### src/rtl/mem_access_stage.sv
// Memory-access stage of the IITB-RISC pipeline: single loads/stores over a req/ready
// handshake and LM/SM sequencing one register per beat, state advancing on the falling edge.
module mem_access_stage #(
  parameter int AW = 16,
  parameter int DW = 16
) (
  input  logic          clk,
  input  logic          resetn,
  input  logic          in_Validity_EX_MEM,
  input  logic [1:0]    in_op,
  input  logic          in_multi_load,
  input  logic [7:0]    in_mask,
  input  logic [DW-1:0] in_ALU_Result,
  input  logic [DW-1:0] in_Store_Data,
  input  logic [2:0]    in_RDest,
  input  logic          in_W_reg,
  input  logic [15:0]   in_pc,
  input  logic          in_stop,
  input  logic          in_BPR,
  output logic [2:0]    out_rf_addr,
  input  logic [DW-1:0] in_rf_data,
  output logic          out_mem_req,
  output logic          out_mem_we,
  output logic [AW-1:0] out_mem_addr,
  output logic [DW-1:0] out_mem_wdata,
  input  logic          in_mem_ready,
  input  logic [DW-1:0] in_mem_rdata,
  output logic [DW-1:0] out_Result,
  output logic [2:0]    out_RDest,
  output logic          out_W_reg,
  output logic [15:0]   out_pc,
  output logic          out_stop,
  output logic          out_BPR,
  output logic          out_Validity_MEM_WB,
  output logic          out_stall_MEM
);

  typedef enum logic [1:0] {IDLE, WAIT, MULTI} state_t;

  state_t        state, state_d;
  logic [7:0]    mask_q, mask_d;
  logic [AW-1:0] addr_q, addr_d;
  logic          multi_load_q, multi_load_d;
  logic [2:0]    idx;
  logic          last_beat;
  logic          mem_op;

  // Scan from the top so the lowest set bit is the one left in idx.
  always_comb begin
    idx = '0;
    for (int unsigned i = 8; i > 0; i--) begin
      if (mask_q[i-1]) idx = 3'(i - 1);
    end
  end

  assign last_beat = (mask_q & (mask_q - 8'd1)) == '0;
  assign mem_op    = (state == WAIT) ||
                     (state == IDLE && in_Validity_EX_MEM && (in_op == 2'b01 || in_op == 2'b10));

  always_ff @(negedge clk or negedge resetn) begin
    if (!resetn) begin
      state        <= IDLE;
      mask_q       <= '0;
      addr_q       <= '0;
      multi_load_q <= 1'b0;
    end else begin
      state        <= state_d;
      mask_q       <= mask_d;
      addr_q       <= addr_d;
      multi_load_q <= multi_load_d;
    end
  end

  always_comb begin
    state_d             = state;
    mask_d              = mask_q;
    addr_d              = addr_q;
    multi_load_d        = multi_load_q;
    out_rf_addr         = '0;
    out_mem_req         = 1'b0;
    out_mem_we          = 1'b0;
    out_mem_addr        = '0;
    out_mem_wdata       = '0;
    out_Result          = '0;
    out_RDest           = '0;
    out_W_reg           = 1'b0;
    out_pc              = '0;
    out_stop            = 1'b0;
    out_BPR             = 1'b0;
    out_Validity_MEM_WB = 1'b0;
    out_stall_MEM       = 1'b0;
    case (state)
      IDLE, WAIT: begin
        if (mem_op) begin
          // WAIT relies on upstream being held, so the request is rebuilt from the inputs.
          out_mem_req   = 1'b1;
          out_mem_we    = (in_op == 2'b10);
          out_mem_addr  = AW'(in_ALU_Result);
          out_mem_wdata = in_Store_Data;
          if (in_mem_ready) begin
            out_Validity_MEM_WB = 1'b1;
            out_Result          = (in_op == 2'b10) ? in_ALU_Result : in_mem_rdata;
            out_RDest           = in_RDest;
            out_W_reg           = (in_op == 2'b01) && in_W_reg;
            out_pc              = in_pc;
            out_stop            = in_stop;
            out_BPR             = in_BPR;
            state_d             = IDLE;
          end else begin
            out_stall_MEM = 1'b1;
            state_d       = WAIT;
          end
        end else if (in_Validity_EX_MEM) begin
          if (in_op == 2'b11 && in_mask != '0) begin
            out_stall_MEM = 1'b1;
            mask_d        = in_mask;
            addr_d        = AW'(in_ALU_Result);
            multi_load_d  = in_multi_load;
            state_d       = MULTI;
          end else begin
            out_Validity_MEM_WB = 1'b1;
            out_Result          = in_ALU_Result;
            out_RDest           = in_RDest;
            out_W_reg           = (in_op == 2'b00) && in_W_reg;
            out_pc              = in_pc;
            out_stop            = in_stop;
            out_BPR             = in_BPR;
          end
        end
      end
      MULTI: begin
        out_mem_req   = 1'b1;
        out_mem_we    = !multi_load_q;
        out_mem_addr  = addr_q;
        out_rf_addr   = idx;
        out_mem_wdata = in_rf_data;
        out_Result    = in_mem_rdata;
        out_RDest     = idx;
        out_stall_MEM = 1'b1;
        if (in_mem_ready) begin
          mask_d              = mask_q & ~(8'd1 << idx);
          addr_d              = addr_q + AW'(1);
          out_Validity_MEM_WB = multi_load_q || last_beat;
          out_W_reg           = multi_load_q;
          out_stop            = last_beat && in_stop;
          if (multi_load_q || last_beat) begin
            out_pc  = in_pc;
            out_BPR = in_BPR;
          end
          if (last_beat) begin
            out_stall_MEM = 1'b0;
            state_d       = IDLE;
          end
        end
      end
      default: state_d = IDLE;
    endcase
    if (!resetn) begin
      out_rf_addr         = '0;
      out_mem_req         = 1'b0;
      out_mem_we          = 1'b0;
      out_mem_addr        = '0;
      out_mem_wdata       = '0;
      out_Result          = '0;
      out_RDest           = '0;
      out_W_reg           = 1'b0;
      out_pc              = '0;
      out_stop            = 1'b0;
      out_BPR             = 1'b0;
      out_Validity_MEM_WB = 1'b0;
      out_stall_MEM       = 1'b0;
    end
  end

endmodule

### config.mk
export PLATFORM = sky130hd
export DESIGN_NAME = mem_access_stage
export DESIGN_NICKNAME = d
export VERILOG_FILES = /design/src/rtl/mem_access_stage.sv
export SDC_FILE = /design/constraint.sdc
export NUM_CORES = 1
export LEC_CHECK = 0
export CAP_MARGIN = 10
export CELL_PAD_IN_SITES_DETAIL_PLACEMENT = 1
export CELL_PAD_IN_SITES_GLOBAL_PLACEMENT = 2
export CORE_MARGIN = 1
export CORE_UTILIZATION = 32
export DETAILED_ROUTE_END_ITERATION = 6
export DONT_BUFFER_PORTS = 1
export GPL_TIMING_DRIVEN = 0
export PLACE_DENSITY = 0.81
export RECOVER_POWER = 25
export SLEW_MARGIN = 40
export SYNTH_ARGS = -nofsm -noshare
export SYNTH_HDL_FRONTEND = slang
export SYNTH_SLANG_ARGS = --single-unit
export TNS_END_PERCENT = 100
### constraint.sdc
create_clock -name clk -period 2.8 [get_ports clk]
set_clock_uncertainty 0.1 [all_clocks]
set_input_delay 0.56 -clock clk [delete_from_list [all_inputs] [get_ports clk]]
set_output_delay 0.56 -clock clk [all_outputs]
set_load 0.01 [all_outputs]
==> impl_metrics.prom <==
# TYPE chip_impl_metric gauge
chip_impl_info{name="status",value="complete, but fails checks"} 1
chip_impl_info{name="failed_checks",value="negative setup slack"} 1
chip_impl_metric{name="route.vias.total",unit=""} 3347
chip_impl_metric{name="syn_to_final_growth",unit="%"} 80.1
chip_impl_metric{name="worstSkewPairLatency",unit="ps"} 290
chip_impl_metric{name="finalSetupViolations",unit=""} 103
chip_impl_metric{name="drv_cap",unit=""} 0
chip_impl_metric{name="synth.distinct_cells",unit=""} 55
chip_impl_info{name="grt_setup_unrepaired",value="true"} 1
chip_impl_metric{name="dr.pass1.iters",unit=""} 5
chip_impl_metric{name="netlist_instances",unit=""} 355
chip_impl_metric{name="grt_max_degree",unit=""} 34
chip_impl_metric{name="detail_route.wl_per_cell",unit="um"} 26.5
chip_impl_metric{name="timing.final.max_slew_violations",unit=""} 0
chip_impl_metric{name="slowest_delay",unit="ps"} 430
chip_impl_metric{name="die-width",unit="um"} 93.1
chip_impl_metric{name="final_layout_size_suffix_gt1_share",unit="%"} 61.6
chip_impl_metric{name="critical_path_arrival",unit="ps"} 3420
chip_impl_info{name="timing.critical_path.slowest_stage_cell",value="sky130_fd_sc_hd__dfrtn_1"} 1
chip_impl_metric{name="setup_tns",unit="ps"} -104750
chip_impl_metric{name="netlist_area",unit="sq mm"} 0.00266
chip_impl_metric{name="grt_usage",unit="%"} 27.5
chip_impl_metric{name="cp_max_fo",unit=""} 8
chip_impl_metric{name="setup_ws",unit="ps"} -1280
chip_impl_metric{name="total_of_fill_cells_in_the_finished_design",unit=""} 812
chip_impl_metric{name="initialDrtViolationCount",unit=""} 177
chip_impl_metric{name="grt_overflow_total",unit=""} 0
chip_impl_metric{name="whs_path_depth",unit=""} 1
chip_impl_metric{name="htree_num_levels",unit=""} 1
chip_impl_metric{name="remaining_drcs",unit=""} 0
chip_impl_info{name="ctsRootBufferMaster",value="sky130_fd_sc_hd__clkbuf_8"} 1
chip_impl_metric{name="initial_utilization",unit="%"} 33.7
chip_impl_info{name="critical_path_cell_sequence",value="nor4_4, o21ai_2, o2bb2ai_4, o211ai_4, buf_6, and3_4"} 1
chip_impl_metric{name="synth-async-reset-ratio",unit="%"} 100
chip_impl_metric{name="clock_sink_count",unit=""} 27
chip_impl_metric{name="grt_pass1_wl",unit="mm"} 18.1
chip_impl_metric{name="placement.cell_area",unit="sq mm"} 0.00320
chip_impl_metric{name="placement.setup.worst_slack",unit="ps"} -1230
chip_impl_metric{name="worst_slew_margin_rel",unit="%"} 55.2
chip_impl_metric{name="power.static_leakage",unit="nW"} 1.85
chip_impl_metric{name="post-route-cell-area",unit="sq mm"} 0.00478
chip_impl_metric{name="max-clock-path-buffers",unit=""} 2
chip_impl_info{name="ys.flop_type",value="sky130_fd_sc_hd__dfrtn_1"} 1
chip_impl_metric{name="routed_wirelength",unit="mm"} 13.9
chip_impl_metric{name="max-vdd-ir-drop",unit="mV"} 0.471
chip_impl_metric{name="cp.required",unit="ps"} 2140
chip_impl_metric{name="holdWs",unit="ps"} 428
chip_impl_metric{name="port_buffers",unit=""} 0
chip_impl_metric{name="synth.yosys.seq_area_share",unit="%"} 25.4
chip_impl_metric{name="antenna_violating_nets_post_route",unit=""} 0
chip_impl_metric{name="die_height",unit="um"} 93.1
chip_impl_metric{name="final_net_count",unit=""} 529
chip_impl_metric{name="cts_made_buffers",unit=""} 3
chip_impl_metric{name="synth-seq-cells",unit=""} 27
chip_impl_metric{name="routed_vias_inst",unit=""} 6.39
chip_impl_metric{name="timing_worst_slew_pin_value",unit="ps"} 672
chip_impl_info{name="hold_path_class",value="flip-flop to flip-flop"} 1
chip_impl_metric{name="syn-num-nets",unit=""} 461
chip_impl_metric{name="coreArea",unit="sq mm"} 0.00789
chip_impl_metric{name="grt_antenna_before_repair",unit=""} 0
chip_impl_metric{name="final-hold-violation-count",unit=""} 0
chip_impl_metric{name="number_of_antenna_diodes",unit=""} 0
chip_impl_info{name="worstSetupEndpointType",value="output pin"} 1
chip_impl_metric{name="io_pins",unit=""} 178
chip_impl_info{name="crit_path_category",value="flip-flop to output pin"} 1
chip_impl_info{name="tritoncts_clock_tree",value="built"} 1
chip_impl_metric{name="first_global_vias",unit=""} 3319
chip_impl_metric{name="dpl.hpwl",unit="mm"} 8.12
chip_impl_info{name="critical_path.startpoint_type",value="flip-flop"} 1
chip_impl_metric{name="yosys_synthesis_warning_count",unit=""} 0
chip_impl_metric{name="count_of_flip_flops_with_a_built_in_enable_after_synthesis",unit=""} 0
chip_impl_metric{name="floorplan.die_area",unit="sq mm"} 0.00866
chip_impl_metric{name="clkTransAtPathRegs",unit="ps"} 70
chip_impl_metric{name="reg2reg_depth",unit=""} 8
chip_impl_metric{name="std_cell_rows",unit=""} 32
chip_impl_metric{name="pwr_density_cell",unit="mW/mm^2"} 850
chip_impl_metric{name="finalWeightedCongestion",unit=""} 0.839
chip_impl_metric{name="syn-mean-instance-area",unit="sq um"} 7.48
[what timing repair did]
item                                    4_1_cts  5_1_grt
hold buffers                                  0        0
pin swaps                                    52       44
gates resized for setup                     141       52
cloned                                        4        4
endpoints found under the setup margin      103      103
setup buffers                                41       23
[stage by stage]
stage | cells | power, W | util (%)
4_1_cts | 502 | 0.00361 | 54.3
2_1_floorplan | 355 | 0.00222 | -
5_1_grt | 524 | 0.00427 | 60.6
6_report | 524 | 0.00407 | 60.6
3_5_place_dp | 457 | 0.00259 | 40.6
3_3_place_gp | 457 | 0.00253 | 40.6
[placed cells by master, fill, tap and decap left out, types with 3 or more instances in the layout]
master,Yosys,final
sky130_fd_sc_hd__buf_4,1,34
sky130_fd_sc_hd__nand2_1,43,27
sky130_fd_sc_hd__dfrtn_1,27,27
sky130_fd_sc_hd__a22oi_2,0,25
sky130_fd_sc_hd__buf_6,2,24
sky130_fd_sc_hd__nor2_2,0,22
sky130_fd_sc_hd__a22o_4,0,17
sky130_fd_sc_hd__nor2_4,0,13
sky130_fd_sc_hd__buf_12,0,12
sky130_fd_sc_hd__a21oi_4,0,12
sky130_fd_sc_hd__and3_4,0,12
sky130_fd_sc_hd__nor2_1,46,11
sky130_fd_sc_hd__nand3_1,11,11
sky130_fd_sc_hd__a21oi_2,0,11
sky130_fd_sc_hd__a21oi_1,34,11
sky130_fd_sc_hd__clkbuf_16,0,9
sky130_fd_sc_hd__o22ai_1,9,9
sky130_fd_sc_hd__nand2_2,2,8
sky130_fd_sc_hd__nand2_4,0,8
sky130_fd_sc_hd__buf_8,1,8
sky130_fd_sc_hd__o21ai_2,1,7
sky130_fd_sc_hd__inv_1,7,5
sky130_fd_sc_hd__and3_1,17,5
sky130_fd_sc_hd__o21ai_1,9,5
sky130_fd_sc_hd__o21ai_0,8,5
sky130_fd_sc_hd__clkbuf_8,0,4
sky130_fd_sc_hd__nand4_1,4,4
sky130_fd_sc_hd__ha_1,5,4
sky130_fd_sc_hd__nor3_1,4,3
sky130_fd_sc_hd__clkbuf_1,15,3
sky130_fd_sc_hd__a211oi_1,4,3
sky130_fd_sc_hd__and2_4,1,3
sky130_fd_sc_hd__o2bb2a_4,3,3
sky130_fd_sc_hd__a32o_1,3,3
[routing by layer]
layer | vias up | part of all wire [%] | global-route usage [%]
met1 | 1685 | 38 | 31.7
met4 | 0 | 2.0 | 7.56
met5 | - | 0 | 0
met3 | 25 | 5.8 | 4.55
met2 | 164 | 54 | 51.7
li1 | 1473 | - | -
[synthesized netlist by cell type (all sizes together) (5+ instances only)]
library cell,n,share of area (%)
nand3,11,2.1
and3,17,4.0
nor2,46,6.5
buf,16,3.8
dfrtn,27,25
a21oi,34,6.4
inv,7,0.99
o22ai,9,2.1
nand2,45,6.6
clkbuf,15,2.1
a22o,17,5.6
o21ai,18,3.5
ha,5,2.4
a22oi,27,7.6
[logic make-up after synthesis]
kind of cell             Yosys count  synth area share (%)
adder cells (fa/ha/maj)            5                  2.36
multiplexers                       1                 0.424
AO/OA/AOI/OAI                    135                  36.8
flip-flops                        27                  25.4
buffers and inverters             38                  6.93
AND/OR/NAND/NOR                  149                  28.1
[report_power, final]
part	internal (W)	switching, W	total, W
clock network	0.000100	0.000140	0.000241
registers	0.000579	0.000332	0.000911
logic	0.00146	0.00145	0.00291
total	0.00214	0.00193	0.00407
[registers in the layout, indices dropped and copies added (netlist names)]
signal        cells
state             2
addr_q           16
mask_q            8
multi_load_q      1
[final timing paths]
path,from,to,slack (ps)
max in group asynchronous,resetn,mask_q[6],1330
worst max-delay path,mask_q[0],out_pc[10],-1280
worst min-delay path,multi_load_q,multi_load_q,430
worst min register to register,multi_load_q,multi_load_q,430
min in group asynchronous,resetn,addr_q[10],1140
worst max register to register,state[0],addr_q[11],550
[layout make-up]
cell class | count | area, sq um | area share, %
plain buffers | 25 | 384 | 8.03
well taps | 102 | 128 | 2.67
clock inverters | 1 | 5.00 | 0.105
repair buffers | 69 | 792 | 16.6
inverters | 7 | 46.3 | 0.968
multi-input cells | 290 | 2710 | 56.7
clock buffers | 3 | 41.3 | 0.863
flip-flops and latches | 27 | 676 | 14.1
[worst max-delay path, delay by kind of cell (launching register included)]
family | cells | cell delay, ps
AND/OR/NAND/NOR | 2 | 560
flip-flops | 1 | 430
buffers and inverters | 1 | 160
AO/OA/AOI/OAI | 3 | 580
(Power assumes the default switching activity.)
